==> config.mk <==
export PLATFORM = sky130hd
export DESIGN_NAME = decoder_controller_flat
export DESIGN_NICKNAME = d
export VERILOG_FILES = /design/src/rtl/decoder_pkg.sv /design/src/rtl/decoder_controller_if.sv /design/src/rtl/decoder_controller_step_watchdog.sv /design/src/rtl/decoder_controller.sv /design/src/flat_wrapper.sv
export SDC_FILE = /design/constraint.sdc
export NUM_CORES = 1
export LEC_CHECK = 0
export ABC_AREA = 0
export CAP_MARGIN = 20
export CORE_MARGIN = 4
export CORE_UTILIZATION = 53
export DETAILED_ROUTE_END_ITERATION = 6
export GPL_TIMING_DRIVEN = 0
export PLACE_DENSITY = 0.89
export SLEW_MARGIN = 20
export SYNTH_ARGS = -nofsm -noshare
export SYNTH_HDL_FRONTEND = slang
export SYNTH_HIERARCHICAL = 1
export SYNTH_SLANG_ARGS = --single-unit
==> constraint.sdc <==
create_clock -name clk -period 2.7 [get_ports clk]
set_input_delay 0.54 -clock clk [delete_from_list [all_inputs] [get_ports clk]]
set_output_delay 0.54 -clock clk [all_outputs]
set_load 0.05 [all_outputs]
==> src/rtl/decoder_pkg.sv <==
// Shared definitions for the Keccak-f inverse-round decoder: controller states,
// inverse-step identifiers and default sizing. Used by the controller, the datapath
// and the bench.
package decoder_pkg;

    localparam int unsigned NUM_ROUNDS_DEF = 24;
    localparam int unsigned TIMEOUT_DEF    = 4095;
    localparam int unsigned IDX_W_DEF      = 10;
    localparam int unsigned ITER_W_DEF     = 5;
    localparam int unsigned NUM_STEPS      = 5;
    localparam int unsigned STATE_W        = 3;

    // Controller states, kept as plain constants so older tools can share them
    localparam logic [STATE_W-1:0] S_IDLE   = 3'd0;
    localparam logic [STATE_W-1:0] S_LAUNCH = 3'd1;
    localparam logic [STATE_W-1:0] S_WAIT   = 3'd2;
    localparam logic [STATE_W-1:0] S_DONE   = 3'd3;
    localparam logic [STATE_W-1:0] S_ERR    = 3'd4;

    // Inverse steps in execution order within one round
    typedef enum logic [2:0] {
        STEP_RC = 3'd0,   // iota^-1
        STEP_RE = 3'd1,   // chi^-1
        STEP_PE = 3'd2,   // pi^-1
        STEP_RO = 3'd3,   // rho^-1
        STEP_CP = 3'd4    // theta^-1
    } step_e;

    // Successor step within a round; CP wraps to RC
    function automatic step_e next_step(input step_e s);
        case (s)
            STEP_RC: return STEP_RE;
            STEP_RE: return STEP_PE;
            STEP_PE: return STEP_RO;
            STEP_RO: return STEP_CP;
            default: return STEP_RC;
        endcase
    endfunction

    // One-hot select vector, bit order {CP,RO,PE,RE,RC}
    function automatic logic [NUM_STEPS-1:0] step_onehot(input step_e s);
        return {{(NUM_STEPS-1){1'b0}}, 1'b1} << s;
    endfunction

endpackage

==> src/rtl/decoder_controller_if.sv <==
// Bundle between the decoder controller, its requester and the five inverse-step modules.
//   start/abort/file_base/file_count : run request from the requester
//   busy/done/error                  : run status back to the requester
//   file_index/iteration             : shared buses to the step modules
//   *_start / *_finish               : per-step handshakes
// master = requester + step modules side, slave = controller side.
interface decoder_controller_if #(
    parameter int unsigned IDX_W  = 10,
    parameter int unsigned ITER_W = 5
) ();

    logic              start;
    logic              abort;
    logic [IDX_W-1:0]  file_base;
    logic [IDX_W-1:0]  file_count;
    logic              busy;
    logic              done;
    logic              error;
    logic [IDX_W-1:0]  file_index;
    logic [ITER_W-1:0] iteration;
    logic              RC_start, RE_start, PE_start, RO_start, CP_start;
    logic              RC_finish, RE_finish, PE_finish, RO_finish, CP_finish;

    modport master (
        output start, abort, file_base, file_count,
        output RC_finish, RE_finish, PE_finish, RO_finish, CP_finish,
        input  busy, done, error, file_index, iteration,
        input  RC_start, RE_start, PE_start, RO_start, CP_start
    );

    modport slave (
        input  start, abort, file_base, file_count,
        input  RC_finish, RE_finish, PE_finish, RO_finish, CP_finish,
        output busy, done, error, file_index, iteration,
        output RC_start, RE_start, PE_start, RO_start, CP_start
    );

endinterface

==> src/rtl/decoder_controller_step_watchdog.sv <==
// Per-step timeout counter.
//   clk, rst     : clock, asynchronous active-low reset
//   i_clear      : restart the count (asserted while a step is launched)
//   i_enable     : count one cycle spent waiting for the step's finish
//   o_expired_c  : the current waiting cycle is the TIMEOUT-th one (combinational)
module step_watchdog #(
    parameter int unsigned TIMEOUT = 4095
) (
    input  logic clk,
    input  logic rst,
    input  logic i_clear,
    input  logic i_enable,
    output logic o_expired_c
);

    localparam int unsigned CNT_W = $clog2(TIMEOUT + 1);

    logic [CNT_W-1:0] r_cnt;

    // Count holds at the limit; the controller leaves WAIT on expiry anyway
    always_ff @(posedge clk or negedge rst) begin
        if (!rst) begin
            r_cnt <= '0;
        end else if (i_clear) begin
            r_cnt <= '0;
        end else if (i_enable && !o_expired_c) begin
            r_cnt <= r_cnt + CNT_W'(1);
        end
    end

    // r_cnt equals the number of WAIT cycles already completed
    assign o_expired_c = i_enable && (r_cnt == CNT_W'(TIMEOUT - 1));

endmodule

==> src/rtl/decoder_controller.sv <==
// Sequencer for the Keccak-f inverse round. For every file in [file_base, file_base+file_count)
// it runs rounds NUM_ROUNDS-1 .. 0, each as RC, RE, PE, RO, CP steps, pulsing the step's start
// and waiting for its finish.
//   clk, rst : clock, asynchronous active-low reset
//   bus      : decoder_controller_if slave (request, status, step handshakes, index buses)
module decoder_controller
    import decoder_pkg::*;
#(
    parameter int unsigned NUM_ROUNDS = NUM_ROUNDS_DEF,
    parameter int unsigned IDX_W      = IDX_W_DEF,
    parameter int unsigned ITER_W     = ITER_W_DEF,
    parameter int unsigned TIMEOUT    = TIMEOUT_DEF
) (
    input  logic                 clk,
    input  logic                 rst,
    decoder_controller_if.slave  bus
);

    logic [STATE_W-1:0]   r_state,      w_state;
    step_e                r_step,       w_step;
    logic [IDX_W-1:0]     r_file_index, w_file_index;
    logic [IDX_W-1:0]     r_files_left, w_files_left;
    logic [ITER_W-1:0]    r_iteration,  w_iteration;
    logic                 r_busy,       w_busy;
    logic                 r_done,       w_done;
    logic                 r_error,      w_error;
    logic [NUM_STEPS-1:0] r_start,      w_start;
    logic                 w_launch;
    logic [NUM_STEPS-1:0] w_finish_vec;
    logic                 w_finish_c;
    logic                 w_expired_c;

    // Only the active step's finish is observed
    assign w_finish_vec = {bus.CP_finish, bus.RO_finish, bus.PE_finish, bus.RE_finish, bus.RC_finish};
    assign w_finish_c   = |(w_finish_vec & step_onehot(r_step));

    step_watchdog #(
        .TIMEOUT (TIMEOUT)
    ) u_watchdog (
        .clk         (clk),
        .rst         (rst),
        .i_clear     (r_state == S_LAUNCH),
        .i_enable    (r_state == S_WAIT),
        .o_expired_c (w_expired_c)
    );

    // Next state and next registered outputs
    always_comb begin
        w_state      = r_state;
        w_step       = r_step;
        w_file_index = r_file_index;
        w_files_left = r_files_left;
        w_iteration  = r_iteration;
        w_busy       = r_busy;
        w_done       = 1'b0;
        w_error      = r_error;
        w_start      = '0;
        w_launch     = 1'b0;

        if ((r_state != S_IDLE) && bus.abort) begin
            // abort outranks finish and timeout; error is left as is
            w_state = S_IDLE;
            w_busy  = 1'b0;
        end else begin
            case (r_state)
                S_IDLE: begin
                    if (bus.start) begin
                        w_file_index = bus.file_base;
                        w_files_left = bus.file_count;
                        w_iteration  = ITER_W'(NUM_ROUNDS - 1);
                        w_step       = STEP_RC;
                        w_busy       = 1'b1;
                        w_error      = 1'b0;
                        if (bus.file_count == '0) begin
                            w_state = S_DONE;
                            w_done  = 1'b1;
                        end else begin
                            w_launch = 1'b1;
                        end
                    end
                end
                S_LAUNCH: begin
                    w_state = S_WAIT;
                end
                S_WAIT: begin
                    if (w_finish_c) begin
                        if (r_step != STEP_CP) begin
                            w_step   = next_step(r_step);
                            w_launch = 1'b1;
                        end else if (r_iteration != '0) begin
                            w_iteration = r_iteration - ITER_W'(1);
                            w_step      = STEP_RC;
                            w_launch    = 1'b1;
                        end else if (r_files_left > IDX_W'(1)) begin
                            // file index is allowed to wrap at IDX_W bits
                            w_files_left = r_files_left - IDX_W'(1);
                            w_file_index = r_file_index + IDX_W'(1);
                            w_iteration  = ITER_W'(NUM_ROUNDS - 1);
                            w_step       = STEP_RC;
                            w_launch     = 1'b1;
                        end else begin
                            w_state = S_DONE;
                            w_done  = 1'b1;
                        end
                    end else if (w_expired_c) begin
                        w_state = S_ERR;
                        w_error = 1'b1;
                        w_busy  = 1'b0;
                    end
                end
                S_DONE: begin
                    w_state = S_IDLE;
                    w_busy  = 1'b0;
                end
                S_ERR: begin
                    w_state = S_IDLE;
                end
                default: begin
                    w_state = S_IDLE;
                    w_busy  = 1'b0;
                end
            endcase
        end

        if (w_launch) begin
            w_state = S_LAUNCH;
            w_start = step_onehot(w_step);
        end
    end

    // State and output registers
    always_ff @(posedge clk or negedge rst) begin
        if (!rst) begin
            r_state      <= S_IDLE;
            r_step       <= STEP_RC;
            r_file_index <= '0;
            r_files_left <= '0;
            r_iteration  <= '0;
            r_busy       <= 1'b0;
            r_done       <= 1'b0;
            r_error      <= 1'b0;
            r_start      <= '0;
        end else begin
            r_state      <= w_state;
            r_step       <= w_step;
            r_file_index <= w_file_index;
            r_files_left <= w_files_left;
            r_iteration  <= w_iteration;
            r_busy       <= w_busy;
            r_done       <= w_done;
            r_error      <= w_error;
            r_start      <= w_start;
        end
    end

    assign bus.busy       = r_busy;
    assign bus.done       = r_done;
    assign bus.error      = r_error;
    assign bus.file_index = r_file_index;
    assign bus.iteration  = r_iteration;
    assign bus.RC_start   = r_start[0];
    assign bus.RE_start   = r_start[1];
    assign bus.PE_start   = r_start[2];
    assign bus.RO_start   = r_start[3];
    assign bus.CP_start   = r_start[4];

endmodule
==> src/flat_wrapper.sv <==
// flat-port wrapper written by rule: the top's interface ports become plain ports
module decoder_controller_flat import decoder_pkg::*;
#(
    parameter int unsigned NUM_ROUNDS = NUM_ROUNDS_DEF,
    parameter int unsigned IDX_W      = IDX_W_DEF,
    parameter int unsigned ITER_W     = ITER_W_DEF,
    parameter int unsigned TIMEOUT    = TIMEOUT_DEF
)
  (clk, rst, bus_start, bus_abort, bus_file_base, bus_file_count, bus_RC_finish, bus_RE_finish, bus_PE_finish, bus_RO_finish, bus_CP_finish, bus_busy, bus_done, bus_error, bus_file_index, bus_iteration, bus_RC_start, bus_RE_start, bus_PE_start, bus_RO_start, bus_CP_start);
  decoder_controller_if #(.IDX_W(IDX_W), .ITER_W(ITER_W)) bus_i ();
  input  logic clk;
  input  logic rst;
  input wire logic [$bits(bus_i.start)-1:0] bus_start;
  input wire logic [$bits(bus_i.abort)-1:0] bus_abort;
  input wire logic [$bits(bus_i.file_base)-1:0] bus_file_base;
  input wire logic [$bits(bus_i.file_count)-1:0] bus_file_count;
  input wire logic [$bits(bus_i.RC_finish)-1:0] bus_RC_finish;
  input wire logic [$bits(bus_i.RE_finish)-1:0] bus_RE_finish;
  input wire logic [$bits(bus_i.PE_finish)-1:0] bus_PE_finish;
  input wire logic [$bits(bus_i.RO_finish)-1:0] bus_RO_finish;
  input wire logic [$bits(bus_i.CP_finish)-1:0] bus_CP_finish;
  output wire logic [$bits(bus_i.busy)-1:0] bus_busy;
  output wire logic [$bits(bus_i.done)-1:0] bus_done;
  output wire logic [$bits(bus_i.error)-1:0] bus_error;
  output wire logic [$bits(bus_i.file_index)-1:0] bus_file_index;
  output wire logic [$bits(bus_i.iteration)-1:0] bus_iteration;
  output wire logic [$bits(bus_i.RC_start)-1:0] bus_RC_start;
  output wire logic [$bits(bus_i.RE_start)-1:0] bus_RE_start;
  output wire logic [$bits(bus_i.PE_start)-1:0] bus_PE_start;
  output wire logic [$bits(bus_i.RO_start)-1:0] bus_RO_start;
  output wire logic [$bits(bus_i.CP_start)-1:0] bus_CP_start;
  assign bus_i.start = bus_start;
  assign bus_i.abort = bus_abort;
  assign bus_i.file_base = bus_file_base;
  assign bus_i.file_count = bus_file_count;
  assign bus_i.RC_finish = bus_RC_finish;
  assign bus_i.RE_finish = bus_RE_finish;
  assign bus_i.PE_finish = bus_PE_finish;
  assign bus_i.RO_finish = bus_RO_finish;
  assign bus_i.CP_finish = bus_CP_finish;
  assign bus_busy = bus_i.busy;
  assign bus_done = bus_i.done;
  assign bus_error = bus_i.error;
  assign bus_file_index = bus_i.file_index;
  assign bus_iteration = bus_i.iteration;
  assign bus_RC_start = bus_i.RC_start;
  assign bus_RE_start = bus_i.RE_start;
  assign bus_PE_start = bus_i.PE_start;
  assign bus_RO_start = bus_i.RO_start;
  assign bus_CP_start = bus_i.CP_start;
  decoder_controller #(.NUM_ROUNDS(NUM_ROUNDS), .IDX_W(IDX_W), .ITER_W(ITER_W), .TIMEOUT(TIMEOUT)) u_core (.clk(clk), .rst(rst), .bus(bus_i));
endmodule
; Word level (Yosys, flattened, before mapping)
; Cells that the tools add are included.
[classes]
order_cmp = 1
bitwise = 2
eq_ne = 26
muxes = 64
reduce_logical = 18
addsub = 4
shift = 2
[op_table]
columns = operator, count
row1 = 10-bit two-way mux, 10
row2 = 3-bit two-way mux, 15
row3 = 10-bit one-hot mux with 2 select lines, 2
row4 = 5-bit two-way mux, 6
row5 = 12-bit two-way mux, 2
row6 = 1-bit two-way mux, 21
row7 = 5-bit by 4-bit inequality test with 1-bit output (second input constant), 3
row8 = 12-bit by 1-bit adder with 12-bit output (second input constant), 1
row9 = 12-bit == test (second input constant), 1
row10 = 3-bit one-hot mux with 4 select lines, 1
row11 = 6-bit AND reduction, 2
row12 = 10-bit by 1-bit adder with 10-bit output (second input constant), 1
row13 = 10-bit by 1-bit greater-than comparator with 1-bit output (second input constant), 1
row14 = 10-bit logical NOT, 1
row15 = 5-bit one-hot mux with 2 select lines, 1
row16 = 1-bit by 3-bit left shift with 5-bit output (first input constant), 2
row17 = 10-bit by 1-bit subtractor with 10-bit output (second input constant), 1
row18 = 3-bit by 2-bit == test with 1-bit output (second input constant), 3
row19 = 3-bit one-hot mux with 3 select lines, 1
row20 = 2-bit by 1-bit inequality test with 1-bit output (second input constant), 4
row21 = 2-bit inequality test (second input constant), 4
row22 = 7-bit AND reduction, 1
row23 = 3-bit by 1-bit == test with 1-bit output (second input constant), 2
row24 = 3-bit logical NOT, 2
row25 = other kinds (22), 29
[word_totals]
wordCells = 127
inputBits = 29
reg_bits = 51

; Longest topological paths before layout
[depth]
word_depth = 9
depth_mapped = 9
ltp_nobuf = 8

; Cells and area by module
; Netlist, hierarchy kept.
[by_module_without_submodules]
columns = mod, seq_area_each_um2, cells_each, instances, area_each_um2
row1 = decoder_controller, 975.9, 249, 1, 2235.9
row2 = step_watchdog, 300.3, 63, 1, 648.1

; Least setup slack after synthesis
; Ideal clock, no wire load.
[synth_timing]
path_kind = flip-flop to flip-flop
from = register u_core.r_state[2]
to = register u_core.u_watchdog.r_cnt[9]
stages_incl_launch_ff = 9
setup_ns = 0.079
arrival_time_ns = 2.249
slack_ns = 0.372
required_ns = 2.621
cell_sequence = dfrtp_1 -> nor2_2 -> nand2_1 -> clkinv_1 -> clkbuf_1 -> and4_1 -> o211ai_1 -> or3_1 -> a21oi_1
[synth_via]
elab_chain_len = 5
elab_cells_between_ends = 7
[synth_lines]
columns = item, line_no
row1 = "start, declared", decoder_controller.sv:19  ; logic [STATE_W-1:0] r_state, w_state;
row2 = "start signal, assigned", decoder_controller.sv:144  ; r_state <= w_state;
row3 = 3-bit by 2-bit == test with 1-bit output, decoder_controller.sv:43  ; .i_enable (r_state == S_WAIT),
row4 = 1-bit logical AND, decoder_controller_step_watchdog.sv:32  ; assign o_expired_c = i_enable && (r_cnt == CNT_W'(TIMEOUT - 1));
row5 = 1-bit logical NOT, decoder_controller_step_watchdog.sv:26  ; end else if (i_enable && !o_expired_c) begin
row6 = 1-bit logical AND, decoder_controller_step_watchdog.sv:26
row7 = 2-bit nonzero test (no source line), n/a
row8 = "end signal, assigned", decoder_controller_step_watchdog.sv:27  ; r_cnt <= r_cnt + CNT_W'(1);
row9 = "end, declared", decoder_controller_step_watchdog.sv:18  ; logic [CNT_W-1:0] r_cnt;
; Parallel ways exist; a longest one is shown, timed or not.
; A chain may end at the register's enable or synchronous reset.

; Worst setup path in the final report
[layout_timing]
from = register u_core.r_state[2]
to = register u_core.u_watchdog.r_cnt[11]
; The elaborated chain is that of the path after synthesis.

==> metrics.txt <==
run status finished, final reports clean; clock tree from TritonCTS built; non-filler instance count after layout 441; number of hold-slack violations in the final timing report 0; die height 81.8 um; share of synthesized flip-flops with an asynchronous set or reset 100%; EDFF count, synth 0; per-instance average area after synthesis 9.24 sq um; final clock skew 0.00605 ns; final critical delay including setup and external delays 2.45 ns; wire per inst 15.9 um; Main synth FF type sky130_fd_sc_hd__dfrtp_1; remaining global-route overflow 0; critical path peak fanout 12; antenna diode instance count 0; count of final setup violators 0; Hold/Removal Path Class in -> async; Max Clk Rate 408 MHz; initial antenna violation count 0; share of power burned in the clock network 11.9%; ratio of cells with drive above 1 in the final layout 9.16%; Iteration-0 DRC Markers 273; total standard cell area after synthesis 0.00288 sq mm; total core area 0.00520 sq mm; vias in the first global route 2436; design internal power 1.86 mW; pre-CTS setup slack -0.224 ns; share of total power consumed by net switching 48.2%; critical setup path kind reg -> reg; wire length of the first global-routing pass 11400 um; net switching power of the design 1.74 mW; number of cells after detailed placement 433; headroom to the max-slew limit 58.3%; number of cell instances on the worst register-to-register path 7; drt drc 0; drt via density 6.15; Sum Neg Setup Slack 0 ns; leakage dissipation 1.47 nW; synthesized instance count 312; Clock Sinks 51; combinational share of power 53.7%; vias after detailed routing 2712; DRT Wirelength 7000 um; number of placement rows 26; buffer count from post-CTS setup fixing 0; number of input and output port buffers inserted 51; final antenna-violating net count 0; horizontal die dimension 81.8 um; number of optimization iterations in the first detailed-route pass 5; clk_lat worst skew 0.30 ns; most common cell after layout, fill and taps aside sky130_fd_sc_hd__dfrtp_1; sequential power share 34.3%; detailed placer's ending HPWL 5000 um; number of distinct standard cells referenced by the synthesized netlist 62; final RePlAce weighted congestion 0.891; max-cap violation count 0; ratio of total power to cell area 1010 mW/mm^2; top-level I/O count 52; endpoint class of the critical path flip-flop; Die Outline Area 0.00669 sq mm; Worst EP required 2.92 ns; P&R area growth vs syn 23.8%; all-layer global routing usage 21.9%; final cycle utilization of the critical path 90.7%; Worst Setup Start Kind flip-flop; net count after synthesis 348; Max Transition Viols Final 0; maximum VDD drop 814 uV; worst setup slack for register-to-register paths 0.25 ns; core occupancy in the finished layout 68.6%; Clock Tree Root sky130_fd_sc_hd__clkbuf_8; unrepaired setup endpoints after global routing no; post-route worst hold slack 0.253 ns; post-CTS clock slew at the launch and capture registers of the worst setup and hold paths 0.09 ns; final layout net count 406; total number of H-tree levels 2; synthesis-stage register bit count 51; initial core utilization 55.4%; maximum buffer depth of the clock tree 2; most used cells in the layout excluding fill and tap cells sky130_fd_sc_hd__dfrtp_1, sky130_fd_sc_hd__clkdlybuf4s50_1, sky130_fd_sc_hd__nor2_1; Arrival @ worst endpoint 2.67 ns; yosys warns 6; final worst-path setup slack 0.251 ns; largest net degree at the start of global routing 52; register area share after synthesis 44.3%; Critical R2R Launch u_core/r_state[2]$_DFFE_PN0P_; cts bufs inserted 5; endpoint of the worst register-to-register path u_core/u_watchdog/r_cnt[11]$_DFFE_PN0P_; slew at the pin closest to its max-slew limit 0.625 ns
==> routing by layer <==
metal / part of all wire, % / track usage (%)
met5: 0 / 0
met4: 0.90 / 5.81
met3: 6.9 / 3.84
met2: 49 / 34.4
met1: 44 / 31.2
==> cell type report <==
cell class / count / area, sq um
fill: 406 / 1640
multi-input combinational: 232 / 1480
sequential: 51 / 1280
timing repair buffer: 51 / 508
tap: 70 / 87.6
buffer: 15 / 78.8
clock buffer: 6 / 72.6
inverter: 13 / 52.6
clock inverter: 2 / 12.5
timing repair inverter: 1 / 5.00
==> stage by stage <==
stage	power (mW)	instance area, sq um
4_1_cts	3.57	3560
3_5_place_dp	3.14	3480
2_1_floorplan	2.56	2880
3_3_place_gp	3.08	3480
5_1_grt	3.84	3570
6_report	3.60	3570
==> repair_timing <==
action | CTS | global route
gates resized for setup | 0 | 1
gates cloned | 0 | 1
hold buffers | 0 | 0
endpoints found under the hold margin | 0 | 0
endpoints found under the setup margin | 7 | 5
==> registers in the layout, summed over array words and instances, names as in the netlist <==
signal / cells
u_core/bus.busy: 1
u_core/r_step: 3
u_core/bus.file_index: 10
u_core/u_watchdog/r_cnt: 12
u_core/r_files_left: 10
u_core/bus.done: 1
u_core/r_state: 3
u_core/bus.iteration: 5
u_core/r_start: 5
u_core/bus.error: 1
==> Yosys cell counts, types with 4 or more instances <==
| library cell | instances | area share (%) |
|---|---|---|
| sky130_fd_sc_hd__o21ai_1 | 18 | 3.1 |
| sky130_fd_sc_hd__a31oi_1 | 8 | 1.7 |
| sky130_fd_sc_hd__o211ai_1 | 4 | 1.0 |
| sky130_fd_sc_hd__nor3_1 | 8 | 1.4 |
| sky130_fd_sc_hd__dfrtp_1 | 51 | 44 |
| sky130_fd_sc_hd__buf_2 | 6 | 1.0 |
| sky130_fd_sc_hd__ha_1 | 7 | 3.0 |
| sky130_fd_sc_hd__inv_1 | 12 | 1.6 |
| sky130_fd_sc_hd__clkbuf_1 | 8 | 1.0 |
| sky130_fd_sc_hd__nand2_1 | 18 | 2.3 |
| sky130_fd_sc_hd__and3_1 | 8 | 1.7 |
| sky130_fd_sc_hd__o21ai_0 | 16 | 2.8 |
| sky130_fd_sc_hd__a22oi_1 | 7 | 1.8 |
| sky130_fd_sc_hd__a21oi_1 | 23 | 4.0 |
| sky130_fd_sc_hd__nor2_1 | 26 | 3.4 |
| sky130_fd_sc_hd__nand3_1 | 13 | 2.3 |
==> worst max-delay path by stage <==
stage	from	end	cells past startpoint
after floorplan	u_core/r_state[2]$_DFFE_PN0P_	u_core/u_watchdog/r_cnt[9]$_DFFE_PN0P_	8
after global placement	rst	u_core/bus.file_index[3]$_DFFE_PN0P_	1
after detailed placement	u_core/r_state[2]$_DFFE_PN0P_	u_core/u_watchdog/r_cnt[11]$_DFFE_PN0P_	8
after CTS	u_core/r_state[0]$_DFFE_PN0P_	u_core/u_watchdog/r_cnt[8]$_DFFE_PN0P_	8
after global routing	u_core/r_state[0]$_DFFE_PN0P_	u_core/u_watchdog/r_cnt[11]$_DFFE_PN0P_	7
final	u_core/r_state[2]$_DFFE_PN0P_	u_core/u_watchdog/r_cnt[11]$_DFFE_PN0P_	7
==> critical path: stages (launching register included) <==
cell and delay (ns):
sky130_fd_sc_hd__dfrtp_1 0.43, sky130_fd_sc_hd__nor2_2 0.29, sky130_fd_sc_hd__nand2_1 0.34, sky130_fd_sc_hd__clkinvlp_4 0.30, sky130_fd_sc_hd__and4_1 0.31, sky130_fd_sc_hd__o211ai_1 0.20
sky130_fd_sc_hd__or3_1 0.34, sky130_fd_sc_hd__a21oi_1 0.14
==> kinds of logic after synthesis <==
| group | count (synthesis) | share of synthesized area [%] |
|---|---|---|
| buf+inv | 29 | 4.56 |
| simple gates | 112 | 22.3 |
| flops | 51 | 44.3 |
| mux | 3 | 1.08 |
| fa+ha+maj | 7 | 3.04 |
| xor+xnor | 5 | 1.52 |
| compound gates | 105 | 23.2 |
==> power by group through the flow <==
| stage | Clock, mW | Sequential, mW | Combinational [mW] |
|---|---|---|---|
| finish | 0.429 | 1.24 | 1.93 |
| global route | 0.482 | 1.27 | 2.09 |
| CTS | 0.443 | 1.23 | 1.90 |
| detailed placement | 0 | 1.24 | 1.90 |
| global placement | 0 | 1.23 | 1.85 |
| floorplan | 0 | 1.56 | 0.999 |
Power figures use the tool's default switching activity.
